File: config.mk
export PLATFORM = sky130hd
export DESIGN_NAME = dds_phase_gen
export DESIGN_NICKNAME = d
export VERILOG_FILES = /design/src/rtl/dds_phase_gen.sv
export SDC_FILE = /design/constraint.sdc
export NUM_CORES = 1
export LEC_CHECK = 0
export ABC_AREA = 1
export CELL_PAD_IN_SITES_DETAIL_PLACEMENT = 1
export CELL_PAD_IN_SITES_GLOBAL_PLACEMENT = 1
export CORE_ASPECT_RATIO = 1.5
export CORE_MARGIN = 5
export CORE_UTILIZATION = 43
export DETAILED_ROUTE_END_ITERATION = 10
export PLACE_DENSITY_LB_ADDON = 0.3
export SLEW_MARGIN = 25
export SYNTH_ARGS = -nofsm -noshare
export SYNTH_HDL_FRONTEND = slang
export SYNTH_SLANG_ARGS = --single-unit
File: constraint.sdc
create_clock -name clk -period 5.41 [get_ports clk]
set_clock_uncertainty 0.15 [all_clocks]
set_input_delay 1.3525 -clock clk [delete_from_list [all_inputs] [get_ports clk]]
set_output_delay 1.3525 -clock clk [all_outputs]
set_load 0.1 [all_outputs]
File: src/rtl/dds_phase_gen.sv
// DDS phase generator: FTW register with button stepping, phase accumulator, ROM address.
// Define DDS_DEBOUNCE_EN to build the button debounce counters.
module dds_phase_gen #(
  parameter int          ACC_W       = 32,
  parameter int          ADDR_W      = 8,
  parameter logic [31:0] FTW_DEFAULT = 32'h0100_0000,
  parameter logic [31:0] FTW_STEP    = 32'h0010_0000,
  parameter logic [31:0] FTW_MIN     = 32'h0010_0000,
  parameter logic [31:0] FTW_MAX     = 32'h4000_0000,
  parameter logic [19:0] DEB_CYCLES  = 20'd1_000_000
) (
  input  logic              clk,
  input  logic              rst,
  input  logic              en,
  input  logic              phase_clr,
  input  logic              btn_up,
  input  logic              btn_down,
  input  logic              ftw_load,
  input  logic [ACC_W-1:0]  ftw_in,
  input  logic [ADDR_W-1:0] phase_off,
  output logic [ADDR_W-1:0] address,
  output logic [ACC_W-1:0]  ftw_out,
  output logic              wrap
);

  logic [ACC_W-1:0] acc;
  logic [ACC_W-1:0] ftw;
  logic [ACC_W-1:0] ftw_nxt;
  logic [1:0]       up_sync;
  logic [1:0]       dn_sync;
  logic             up_lvl, dn_lvl;
  logic             up_lvl_d, dn_lvl_d;
  logic             up_p, dn_p;

  always_ff @(posedge clk or posedge rst) begin
    if (rst) begin
      up_sync <= 2'b00;
      dn_sync <= 2'b00;
    end else begin
      up_sync <= {up_sync[0], btn_up};
      dn_sync <= {dn_sync[0], btn_down};
    end
  end

`ifdef DDS_DEBOUNCE_EN
  logic [19:0] up_cnt, dn_cnt;
  logic        up_deb, dn_deb;

  // A level is accepted only after it differs from the debounced level for DEB_CYCLES cycles.
  always_ff @(posedge clk or posedge rst) begin
    if (rst) begin
      up_cnt <= '0;
      dn_cnt <= '0;
      up_deb <= 1'b0;
      dn_deb <= 1'b0;
    end else begin
      if (up_sync[1] == up_deb) begin
        up_cnt <= '0;
      end else if (up_cnt == DEB_CYCLES - 20'd1) begin
        up_deb <= up_sync[1];
        up_cnt <= '0;
      end else begin
        up_cnt <= up_cnt + 20'd1;
      end
      if (dn_sync[1] == dn_deb) begin
        dn_cnt <= '0;
      end else if (dn_cnt == DEB_CYCLES - 20'd1) begin
        dn_deb <= dn_sync[1];
        dn_cnt <= '0;
      end else begin
        dn_cnt <= dn_cnt + 20'd1;
      end
    end
  end

  assign up_lvl = up_deb;
  assign dn_lvl = dn_deb;
`else
  logic deb_cycles_unused;
  assign deb_cycles_unused = ^DEB_CYCLES;
  assign up_lvl = up_sync[1];
  assign dn_lvl = dn_sync[1];
`endif

  // Step pulses fire on press only; release is ignored.
  always_ff @(posedge clk or posedge rst) begin
    if (rst) begin
      up_lvl_d <= 1'b0;
      dn_lvl_d <= 1'b0;
      up_p     <= 1'b0;
      dn_p     <= 1'b0;
    end else begin
      up_lvl_d <= up_lvl;
      dn_lvl_d <= dn_lvl;
      up_p     <= up_lvl & ~up_lvl_d;
      dn_p     <= dn_lvl & ~dn_lvl_d;
    end
  end

  logic [ACC_W:0]        up_sum;
  logic signed [ACC_W:0] dn_dif;

  // One extra bit keeps the saturating step free of wrap and underflow.
  always_comb begin
    up_sum  = {1'b0, ftw} + {1'b0, FTW_STEP[ACC_W-1:0]};
    dn_dif  = $signed({1'b0, ftw}) - $signed({1'b0, FTW_STEP[ACC_W-1:0]});
    ftw_nxt = ftw;
    if (ftw_load) begin
      ftw_nxt = ftw_in;
    end else if (up_p && dn_p) begin
      ftw_nxt = ftw;
    end else if (up_p) begin
      if (up_sum > {1'b0, FTW_MAX[ACC_W-1:0]}) ftw_nxt = FTW_MAX[ACC_W-1:0];
      else                                     ftw_nxt = up_sum[ACC_W-1:0];
    end else if (dn_p) begin
      if (dn_dif < $signed({1'b0, FTW_MIN[ACC_W-1:0]})) ftw_nxt = FTW_MIN[ACC_W-1:0];
      else                                               ftw_nxt = dn_dif[ACC_W-1:0];
    end
  end

  always_ff @(posedge clk or posedge rst) begin
    if (rst) ftw <= FTW_DEFAULT[ACC_W-1:0];
    else     ftw <= ftw_nxt;
  end

  always_ff @(posedge clk or posedge rst) begin
    if (rst) begin
      acc  <= '0;
      wrap <= 1'b0;
    end else if (phase_clr) begin
      acc  <= '0;
      wrap <= 1'b0;
    end else if (en) begin
      {wrap, acc} <= {1'b0, acc} + {1'b0, ftw};
    end else begin
      wrap <= 1'b0;
    end
  end

  always_ff @(posedge clk or posedge rst) begin
    if (rst) address <= '0;
    else     address <= acc[ACC_W-1 -: ADDR_W] + phase_off;
  end

  assign ftw_out = ftw;

endmodule
==> reports/metrics.yaml <==
worst_setup_path:
  timing.rr.start: "ftw_out[0]"
  path_delay_family: "buffers and inverters"
  critical_path_required_ns: 3.91
  crit_type: "flip-flop to primary output"
  crit_slowest_cell: "clkdlybuf4s50_1"
  r2r_end: "acc[18]"
  end_kind: "primary output"
  reg2reg_slack_ns: 2.17
  max_stage_delay_ns: 1.18
  timing.critical_path.buf_inv: 1
  cp_max_fo: 9
  r2r_cells: 12
  worstPathArrival_ns: 2.21
  startpoint_type: "flip-flop"
  path_cells: "clkdlybuf4s50_1"
final_layout:
  fin_util_pct: 53.6
  n_antenna_cell: 0
  synthToLayoutAreaGrowth_pct: 22.2
  drive_above_1_share_pct: 8.42
  fin_nets: 1060
  num-fill-cells: 1866
clocking:
  clk_pin_slew_ns: 0.08
  h-tree-depth: 3
  numClockSinks: 81
  holdBufCountCts: 0
  postCtsSetupBuffers: 0
  cts_buffers: 9
  root_buffer: "clkbuf_16"
  clk-insertion-delay-late_ns: 0.35
  clockBufferDepth: 2
  cts_tree: "yes"
  cts_resized: 0
power_and_ir_drop:
  power_density_nw_per_um2: 399
  irDropWorstVdd_uv: 201
  leakage_nw: 3.72
  power.total_w: 0.00301
yosys:
  synthCells: 885
  yosysTopAreaCellShare_pct: 32.5
  ys_top_cells_by_count: "245 x nand2_1, 100 x inv_1, 98 x nor2_1, 80 x dfrtp_1, 62 x a21oi_1"
  synth_area_per_cell_um2: 6.96
  synth_fp_nets: 976
  synth_cell_types: 45
  synth-seq-cells: 81
  synth_top_area_cell: "dfrtp_1"
  yosysMostFrequentCell: "nand2_1"
  yosys-top-cells-area: "dfrtp_1 33%, nand2_1 15%, ha_1 8.5%"
  synth_seq_area_share_pct: 32.9
  synth_area_um2: 6160
  ys.flop_type: "dfrtp_1"
  synth_edf_count: 0
  yosysWarnings: 0
  async_reset_ff_share_pct: 100
floorplanning:
  chipWidth_um: 108
  start_util_pct: 43.8
  pin_count: 88
  die_y_um: 157
  row_count: 53
  die_area_um2: 16900
  core_um2: 14100
worst_hold_path:
  hold_class: "flip-flop to flip-flop"
  hold_depth: 0
  hold_start: "up_sync[0]"
  whs_endpoint: "up_sync[1]"
status:
  outcome: "finished clean"
timing:
  fin_setup_tns_ns: 0
  rsz0062_at_grt: "no"
  worst_pin_slew_ns: 0.973
  setup_viol: 0
  hold-worst-slack_ns: 0.204
  fin_ws_ns: 1.70
  hold_viol: 0
  period_share_pct: 68.6
  drv_slew: 0
  relSlewSlack_pct: 34.9
  layout_min_cycle_time_ns: 3.71
  fmax_mhz: 270
job:
  maxCapViolCount: 0
routing:
  dr.pass1.iters: 4
  ant_nets: 0
  route.detailed.drc: 0
  vias_per_cell: 5.37
  drt_iter0_drc: 183
  num_vias: 6256
  wire_per_inst_um: 17.5
  wirelength_um: 20400
grt:
  grt_max_degree: 44
  antenna_found_initial: 0
  grt_overflow: 0
  grt_use_total_pct: 25.3
  grt_pass1_vias: 6751
  grt_pass1_wl_um: 33500
placed_design:
  place_ws_ns: 1.45
  port_buffers: 87
  dp_hpwl_um: 15900
  gp_congestion: 0.907
## layout make-up
cell class / instances / area (um^2) / area share [%]
inverters: 106 / 399 / 5.30
multi-input cells: 678 / 3630 / 48.3
well taps: 192 / 240 / 3.19
clock inverters: 7 / 86.3 / 1.15
flip-flops and latches: 81 / 2030 / 26.9
repair buffers: 93 / 916 / 12.2
clock buffers: 9 / 225 / 2.99
## state kept, by name (all words and copies together), names as in the netlist
name and cells:
wrap 1, dn_lvl_d 1, up_lvl_d 1, dn_sync 2, address 8, acc 32
up_p 1, ftw_out 32, up_sync 2, dn_p 1
## cell families after synthesis
group                    count (synthesis)  share of synthesized area, %
buffers and inverters                  126                          8.19
AO/OA/AOI/OAI                          153                          14.0
XOR/XNOR                                17                          2.42
adder cells (fa/ha/maj)                 44                          9.18
AND/OR/NAND/NOR                        464                          33.3
flip-flops                              81                          32.9
## per-stage QoR
stage	instances	area [um^2]
6_report	1166	7530
5_1_grt	1166	7530
4_1_cts	1166	7530
3_5_place_dp	1150	7220
3_3_place_gp	1150	7220
2_1_floorplan	885	6160
## layout by cell type, fill, tap and decap left out, types with 3 or more instances in the layout
cell / instances
nand2_2: 27
nor2_4: 3
a31oi_1: 3
nand3_1: 38
nor2_2: 9
o21bai_1: 5
inv_1: 99
clkinv_8: 3
o21ai_1: 7
a21boi_0: 5
nand3_2: 3
nor2_1: 97
or2_2: 5
o31ai_1: 3
nand2_1: 245
o21ai_0: 49
a32o_1: 4
inv_2: 5
a21o_1: 9
clkbuf_16: 9
xnor2_1: 4
dfrtp_1: 80
nor3_1: 8
clkdlybuf4s50_1: 87
ha_1: 42
xor2_1: 13
buf_4: 6
a21oi_1: 62
nand4_1: 19
## metal layers
metal | vias up | track usage, % | routed length, um
met5 | - | 0 | 0
met4 | 0 | 11.6 | 867
met3 | 55 | 2.72 | 482
met2 | 141 | 47.7 | 11000
met1 | 3027 | 27.9 | 8000
li1 | 3033 | - | -
## power breakdown
part	switching, W	total (W)	internal (W)
registers	0.000134	0.000848	0.000714
logic	0.00109	0.00152	0.000430
clock network	0.000312	0.000642	0.000330
total	0.00153	0.00301	0.00147
## worst max-delay path by stage
stage                           start  slack [ns]          end  depth (start not counted)
after CTS                 ftw_out[23]        1.68  ftw_out[23]                          1
final                     ftw_out[24]        1.70  ftw_out[24]                          1
after global placement       ftw_load        1.58   ftw_out[5]                          6
after floorplan                   rst        1.83       acc[0]                          1
after global routing         ftw_load        1.62   ftw_out[7]                          6
after detailed placement     ftw_load        1.45   ftw_out[4]                          6
No activity file was read; power rests on OpenSTA's default activity.
